### src/rtl/vga_text_buffer_if.sv
// CPU/renderer bus bundle for vga_text_buffer: write port, registered read port,
// renderer character port and clear-busy status.
interface vga_text_buffer_if #(
  parameter int IDX_W = 6
);
  logic             wr_en;
  logic [63:0]      wr_addr;
  logic [63:0]      wr_data;
  logic             wr_ready;
  logic             rd_en;
  logic [63:0]      rd_addr;
  logic [7:0]       rd_data;
  logic             rd_valid;
  logic [IDX_W-1:0] char_idx;
  logic [7:0]       char_out;
  logic             busy;

  modport master (
    output wr_en, wr_addr, wr_data, rd_en, rd_addr, char_idx,
    input  wr_ready, rd_data, rd_valid, char_out, busy
  );

  modport slave (
    input  wr_en, wr_addr, wr_data, rd_en, rd_addr, char_idx,
    output wr_ready, rd_data, rd_valid, char_out, busy
  );
endinterface

### src/rtl/vga_text_buffer.sv
// Memory-mapped VGA text character buffer: direct/cursor-stream writes, hardware clear,
// registered CPU and renderer reads. Optional macro VGA_TEXT_DIGIT_ASCII_EN maps 0..9 to ASCII.
module vga_text_buffer #(
  parameter int          CHARS     = 36,
  parameter logic [63:0] ADDR_BASE = 64'h0B00_0000,
  parameter int          ADDR_SPAN = 256,
  parameter logic [7:0]  FILL_CHAR = 8'h00,
  parameter int          IDX_W     = $clog2(CHARS)
)(
  input logic              clk,
  input logic              aresetn,
  vga_text_buffer_if.slave bus
);

  localparam logic [63:0]      OFF_CURSOR = 64'hF0;
  localparam logic [63:0]      OFF_STREAM = 64'hF8;
  localparam logic [63:0]      OFF_CTRL   = 64'hFC;
  localparam logic [63:0]      ADDR_END   = ADDR_BASE + 64'(ADDR_SPAN);
  localparam logic [63:0]      DEPTH      = 64'(CHARS);
  localparam logic [IDX_W-1:0] LAST_IDX   = IDX_W'(CHARS - 1);

  typedef enum logic {S_IDLE, S_CLEAR} state_t;

  state_t           r_state;
  logic [IDX_W-1:0] r_clr_ptr;
  logic [IDX_W-1:0] r_cursor;
  logic [7:0]       r_buf [CHARS];
  logic [7:0]       r_rd_data;
  logic             r_rd_valid;
  logic [7:0]       r_char_out;

  logic             w_busy;
  logic             w_wr_hit, w_wr_acc;
  logic [63:0]      w_wr_off;
  logic             w_wr_buf, w_wr_cur, w_wr_str, w_wr_ctl;
  logic             w_buf_we;
  logic [IDX_W-1:0] w_buf_idx;
  logic [7:0]       w_store;
  logic             w_rd_hit;
  logic [63:0]      w_rd_off;
  logic [7:0]       w_rd_val;

  assign w_busy       = (r_state == S_CLEAR);
  assign bus.busy     = w_busy;
  assign bus.wr_ready = (r_state == S_IDLE);

  // Full-width decode so addresses outside the window never alias into it
  assign w_wr_hit = (bus.wr_addr >= ADDR_BASE) && (bus.wr_addr < ADDR_END);
  assign w_wr_off = bus.wr_addr - ADDR_BASE;
  assign w_wr_acc = bus.wr_en && bus.wr_ready && w_wr_hit;
  assign w_wr_buf = w_wr_acc && (w_wr_off < DEPTH);
  assign w_wr_cur = w_wr_acc && (w_wr_off == OFF_CURSOR);
  assign w_wr_str = w_wr_acc && (w_wr_off == OFF_STREAM);
  assign w_wr_ctl = w_wr_acc && (w_wr_off == OFF_CTRL);

  assign w_buf_we  = w_wr_buf || w_wr_str;
  assign w_buf_idx = w_wr_str ? r_cursor : w_wr_off[IDX_W-1:0];

`ifdef VGA_TEXT_DIGIT_ASCII_EN
  assign w_store = (bus.wr_data[7:0] < 8'd10) ? (bus.wr_data[7:0] + 8'h30) : bus.wr_data[7:0];
`else
  assign w_store = bus.wr_data[7:0];
`endif

  // Clear sequencer; also owns the cursor since clear completion resets it
  always_ff @(posedge clk or negedge aresetn) begin
    if (!aresetn) begin
      r_state   <= S_IDLE;
      r_clr_ptr <= '0;
      r_cursor  <= '0;
    end else begin
      case (r_state)
        S_IDLE: begin
          if (w_wr_ctl && bus.wr_data[0]) begin
            r_state   <= S_CLEAR;
            r_clr_ptr <= '0;
          end else if (w_wr_cur) begin
            r_cursor <= (bus.wr_data < DEPTH) ? bus.wr_data[IDX_W-1:0] : '0;
          end else if (w_wr_str) begin
            r_cursor <= (r_cursor == LAST_IDX) ? '0 : r_cursor + 1'b1;
          end
        end
        S_CLEAR: begin
          if (r_clr_ptr == LAST_IDX) begin
            r_state   <= S_IDLE;
            r_clr_ptr <= '0;
            r_cursor  <= '0;
          end else begin
            r_clr_ptr <= r_clr_ptr + 1'b1;
          end
        end
        default: r_state <= S_IDLE;
      endcase
    end
  end

  // CPU writes cannot collide with fill writes: wr_ready is low during clear
  always_ff @(posedge clk or negedge aresetn) begin
    if (!aresetn) begin
      for (int i = 0; i < CHARS; i++) r_buf[i] <= 8'h00;
    end else if (w_busy) begin
      r_buf[r_clr_ptr] <= FILL_CHAR;
    end else if (w_buf_we) begin
      r_buf[w_buf_idx] <= w_store;
    end
  end

  assign w_rd_hit = (bus.rd_addr >= ADDR_BASE) && (bus.rd_addr < ADDR_END);
  assign w_rd_off = bus.rd_addr - ADDR_BASE;

  always_comb begin
    w_rd_val = 8'h00;
    if (w_rd_hit) begin
      if (w_rd_off < DEPTH)            w_rd_val = r_buf[w_rd_off[IDX_W-1:0]];
      else if (w_rd_off == OFF_CURSOR) w_rd_val = 8'(r_cursor);
      else if (w_rd_off == OFF_CTRL)   w_rd_val = {7'b0, w_busy};
    end
  end

  // Registered reads sample r_buf before this edge's write lands (read-before-write)
  always_ff @(posedge clk or negedge aresetn) begin
    if (!aresetn) begin
      r_rd_data  <= 8'h00;
      r_rd_valid <= 1'b0;
      r_char_out <= 8'h00;
    end else begin
      r_rd_valid <= bus.rd_en;
      if (bus.rd_en) r_rd_data <= w_rd_val;
      r_char_out <= (32'(bus.char_idx) < CHARS) ? r_buf[bus.char_idx] : 8'h00;
    end
  end

  assign bus.rd_data  = r_rd_data;
  assign bus.rd_valid = r_rd_valid;
  assign bus.char_out = r_char_out;

endmodule

### src/flat_wrapper.sv
// flat-port wrapper written by rule: the top's interface ports become plain ports
module vga_text_buffer_flat 
#(
  parameter int          CHARS     = 36,
  parameter logic [63:0] ADDR_BASE = 64'h0B00_0000,
  parameter int          ADDR_SPAN = 256,
  parameter logic [7:0]  FILL_CHAR = 8'h00,
  parameter int          IDX_W     = $clog2(CHARS)
)
  (clk, aresetn, bus_wr_en, bus_wr_addr, bus_wr_data, bus_rd_en, bus_rd_addr, bus_char_idx, bus_wr_ready, bus_rd_data, bus_rd_valid, bus_char_out, bus_busy);
  vga_text_buffer_if #(.IDX_W(IDX_W)) bus_i ();
  input logic clk;
  input logic aresetn;
  input wire logic [$bits(bus_i.wr_en)-1:0] bus_wr_en;
  input wire logic [$bits(bus_i.wr_addr)-1:0] bus_wr_addr;
  input wire logic [$bits(bus_i.wr_data)-1:0] bus_wr_data;
  input wire logic [$bits(bus_i.rd_en)-1:0] bus_rd_en;
  input wire logic [$bits(bus_i.rd_addr)-1:0] bus_rd_addr;
  input wire logic [$bits(bus_i.char_idx)-1:0] bus_char_idx;
  output wire logic [$bits(bus_i.wr_ready)-1:0] bus_wr_ready;
  output wire logic [$bits(bus_i.rd_data)-1:0] bus_rd_data;
  output wire logic [$bits(bus_i.rd_valid)-1:0] bus_rd_valid;
  output wire logic [$bits(bus_i.char_out)-1:0] bus_char_out;
  output wire logic [$bits(bus_i.busy)-1:0] bus_busy;
  assign bus_i.wr_en = bus_wr_en;
  assign bus_i.wr_addr = bus_wr_addr;
  assign bus_i.wr_data = bus_wr_data;
  assign bus_i.rd_en = bus_rd_en;
  assign bus_i.rd_addr = bus_rd_addr;
  assign bus_i.char_idx = bus_char_idx;
  assign bus_wr_ready = bus_i.wr_ready;
  assign bus_rd_data = bus_i.rd_data;
  assign bus_rd_valid = bus_i.rd_valid;
  assign bus_char_out = bus_i.char_out;
  assign bus_busy = bus_i.busy;
  vga_text_buffer #(.CHARS(CHARS), .ADDR_BASE(ADDR_BASE), .ADDR_SPAN(ADDR_SPAN), .FILL_CHAR(FILL_CHAR), .IDX_W(IDX_W)) u_core (.clk(clk), .aresetn(aresetn), .bus(bus_i));
endmodule
### config.mk
export PLATFORM = sky130hd
export DESIGN_NAME = vga_text_buffer_flat
export DESIGN_NICKNAME = d
export VERILOG_FILES = /design/src/rtl/vga_text_buffer_if.sv /design/src/rtl/vga_text_buffer.sv /design/src/flat_wrapper.sv
export SDC_FILE = /design/constraint.sdc
export NUM_CORES = 1
export LEC_CHECK = 0
export ABC_AREA = 0
export CAP_MARGIN = 10
export CELL_PAD_IN_SITES_DETAIL_PLACEMENT = 1
export CELL_PAD_IN_SITES_GLOBAL_PLACEMENT = 2
export CORE_ASPECT_RATIO = 1.1
export CORE_MARGIN = 2
export CORE_UTILIZATION = 41
export DETAILED_ROUTE_END_ITERATION = 8
export HOLD_SLACK_MARGIN = 0.03
export PLACE_DENSITY_LB_ADDON = 0.1
export RECOVER_POWER = 25
export SLEW_MARGIN = 0
export SYNTH_ARGS = -nofsm -noshare
export SYNTH_HDL_FRONTEND = slang
export SYNTH_SLANG_ARGS = --single-unit
### constraint.sdc
create_clock -name clk -period 6.2 [get_ports clk]
set_clock_uncertainty 0.1 [all_clocks]
set_input_delay 0.93 -clock clk [delete_from_list [all_inputs] [get_ports clk]]
set_output_delay 0.93 -clock clk [all_outputs]
set_load 0.01 [all_outputs]
==> run_results.csv <==
group,metric,value,unit
outcome,run_status,"complete, but fails checks",
outcome,failed_checks,"capacitance limit, slew limit",
finish,layout_common_cells,"sky130_fd_sc_hd__dfrtp_1 (318), sky130_fd_sc_hd__clkdlybuf4s50_1 (213), sky130_fd_sc_hd__mux4_2 (174)",
worst_setup_path,worst-endpoint-arrival,4730,ps
logic_synthesis,post_synth_instance_area,0.0183,mm^2
global_route,first_global_vias,16982,
floorplanning,core_area,0.0443,mm^2
finish,fill_cells,4621,
logic_synthesis,synth.ff_latch_count,318,
timing,clock.fmax,231,MHz
logic_synthesis,yosys_warnings,0,
floorplanning,die-area,0.0463,mm^2
power_and_ir_drop,power.leakage,0.00907,uW
routing,totalWireLength,77800,um
routing,met2_length,37100,um
clocking,htree_levels,2,
global_route,grt_pass1_wl,115000,um
clocking,cts-buffers-inserted,38,
routing,dr_wl_met3,6040,um
global_route,initial_antenna_violation_count,3,
power_and_ir_drop,ir_worst_vdd,0.196,mV
place,place_inst,2266,
clocking,cts_post_setup_buffers_inserted,0,
timing,layout_worst_path_cycle_share,69.9,%
routing,remaining_drc_errors,0,
logic_synthesis,synth_ff_type,"sky130_fd_sc_hd__dfrtp_1",
finish,syn_to_final_growth,21.9,%
worst_setup_path,worst-path-max-fanout,22,
place,dp_hpwl,56700,um
logic_synthesis,synth_area_per_cell,12.0,um^2
timing,normalized_max_slew_margin,-129,%
routing,route.detailed.wl_per_inst,33.3,um
timing,timing_hold_violations_final,0,
worst_setup_path,cpPeakStageDelay,830,ps
place,place.port_buffers,220,
global_route,overflow,0,
clocking,worstSkewPairLatency,580,ps
place,detailed_place.area,0.0211,mm^2
clocking,cts.sink_count,318,
logic_synthesis,ranking_of_synthesized_cells_by_area,"sky130_fd_sc_hd__dfrtp_1 (44%), sky130_fd_sc_hd__mux4_2 (21%), sky130_fd_sc_hd__a22o_1 (5.7%)",
logic_synthesis,post_synth_num_cell_types,84,
finish,nets,1929,
timing,rsz0062_at_grt,"no",
hold_path,hp-class,"input pin to asynchronous set/reset pin",
place,gpl.final_weighted_congestion,0.982,
worst_setup_path,crit_type,"input pin to flip-flop",
logic_synthesis,async_flop_share,100,%
clocking,cts-hold-fix-buffers,0,
job,max-cap-violations,2,
worst_setup_path,cp-start-kind,"input pin",
routing,drt_first_iter_violations,1373,
timing,hold_ws,259,ps
finish,most_common_library_cell_in_the_layout_ignoring_fill_and_taps,"sky130_fd_sc_hd__dfrtp_1",
clocking,root_buffer,"sky130_fd_sc_hd__clkbuf_16",
timing,max_slew.worst_pin.slew,3430,ps
finish,multi_input_comb_area,0.00981,mm^2
timing,final.min_clock_period,4340,ps
routing,wirelength_met1,29800,um
logic_synthesis,syn-num-nets,1732,
clocking,cts-resized-gates,0,
logic_synthesis,synth_top_area_share,43.5,%
clocking,cts_tree,"yes",
floorplanning,die_h,225,um
logic_synthesis,syn_inst,1528,
logic_synthesis,synth.yosys.seq_area_share,43.5,%
routing,drt_first_pass_iters,5,
finish,seqCellArea,0.00796,mm^2
worst_setup_path,cp_cell_sequence,"clkdlybuf4s50_1 > nor4b_1 > nand4_1 > or4_4 > o21ai_0 > nor3_2 > buf_4 > a21oi_1 > a22o_1",
floorplanning,die_width,205,um
finish,instances_no_fill,2334,
global_route,largest_net_degree_at_the_start_of_global_routing,134,
floorplanning,num_io_pins,221,
floorplanning,initial_core_util,41.3,%
logic_synthesis,synth-edff-count,0,
worst_setup_path,worst_path_max_delay_cell,"sky130_fd_sc_hd__a21oi_1",
timing,timing_max_transition_violations_final,181,
finish,finalInstanceArea,0.0223,mm^2
routing,highest-signal-layer,"met5",
clocking,cts.clk_slew.worst_paths,60,ps
timing,final-setup-viol-count,0,
worst_setup_path,cp-end-kind,"flip-flop",
routing,detail_route.vias_per_cell,6.79,
global_route,track_usage,34.3,%
worst_setup_path,worst_ep_required_time,6590,ps
floorplanning,row_count,81,
routing,routed-via-count,15847,
logic_synthesis,yosys.area.top_type,"sky130_fd_sc_hd__dfrtp_1",
clocking,clock_tree.buffer_depth,3,
finish,drive_above_1_share,17.4,%
timing,totalNegativeSetupSlack,0,ps
routing,drtAntennaViolNets,0,
power_and_ir_drop,pwr_density_cell,217,mW/mm^2
-- cells by family (layout without fill, tap and decap cells) --
family                   Yosys count  in the layout  share of synthesized area [%]
AND/OR/NAND/NOR                  472            472                           13.5
AO/OA/AOI/OAI                    386            386                           15.7
flip-flops                       318            318                           43.5
multiplexers                     220            220                           24.0
buffers and inverters            126            349                           2.89
adder cells (fa/ha/maj)            3              3                          0.192
XOR/XNOR                           3              3                          0.144
other                              0              2                              0
-- final timing paths --
kind,from,endpoint,slack (ps),cells past startpoint
max reg2reg,u_core.bus.busy,u_core.r_buf[207],2440,9
max,bus_wr_addr[14],u_core.r_buf[207],1860,9
min,aresetn,u_core.bus.busy,260,1
max in group asynchronous,aresetn,u_core.r_buf[255],1930,2
min reg2reg,u_core.r_buf[13],u_core.r_buf[13],410,1
min in group clk,u_core.r_buf[13],u_core.r_buf[13],410,1
-- report_power, final --
| part | switching (uW) | internal [uW] | total, uW |
|---|---|---|---|
| Combinational | 280 | 226 | 506 |
| Sequential | 1.22 | 2080 | 2080 |
| Clock | 967 | 1270 | 2240 |
-- sequential cells by signal (all words and copies together), names as in the netlist --
register             cells
u_core.r_buf           288
u_core.bus.char_out      8
u_core.bus.rd_data       8
u_core.r_clr_ptr         6
u_core.r_cursor          6
u_core.bus.busy          1
u_core.bus.rd_valid      1
-- critical path, delay by kind of cell --
family / cells / cell delay [ps]
AO/OA/AOI/OAI: 3 / 1630
AND/OR/NAND/NOR: 4 / 1440
buffers and inverters: 2 / 720
-- metrics by stage --
| step | util, % | total power, uW | setup slack (ps) |
|---|---|---|---|
| final | 50.3 | 4830 | 1860 |
| after global routing | 50.3 | 4960 | 1220 |
| after CTS | 50.4 | 4850 | 2020 |
| after floorplan | - | 2310 | 2880 |
| after global placement | 47.6 | 2620 | 1170 |
| after detailed placement | 47.6 | 2620 | 1450 |
-- layout make-up --
class	count	share of cell area, %
Inverter	24	0.404
Clock buffer	55	4.91
Clock inverter	11	0.500
Timing Repair Buffer	259	11.2
Antenna cell	2	0.0225
Multi-Input combinational cell	1084	44.0
Tap cell	581	3.26
Sequential cell	318	35.7
-- cells in the mapped netlist (45+ instances only) --
library cell                number
sky130_fd_sc_hd__dfrtp_1       318
sky130_fd_sc_hd__mux2i_1        45
sky130_fd_sc_hd__o2bb2ai_1      59
sky130_fd_sc_hd__nor2_1         65
sky130_fd_sc_hd__o21ai_0        99
sky130_fd_sc_hd__nand2_1       127
sky130_fd_sc_hd__a22o_1        120
sky130_fd_sc_hd__mux4_2        174
sky130_fd_sc_hd__nor4_1         51
sky130_fd_sc_hd__nand3_1        96
sky130_fd_sc_hd__clkbuf_1       52
-- per-layer routing --
layer | vias to the layer above | GRT usage, %
met5 | - | 0
met4 | 2 | 18.5
met3 | 226 | 6.77
met2 | 817 | 55.8
met1 | 8312 | 43.3
li1 | 6490 | -
(Power assumes the default switching activity.)
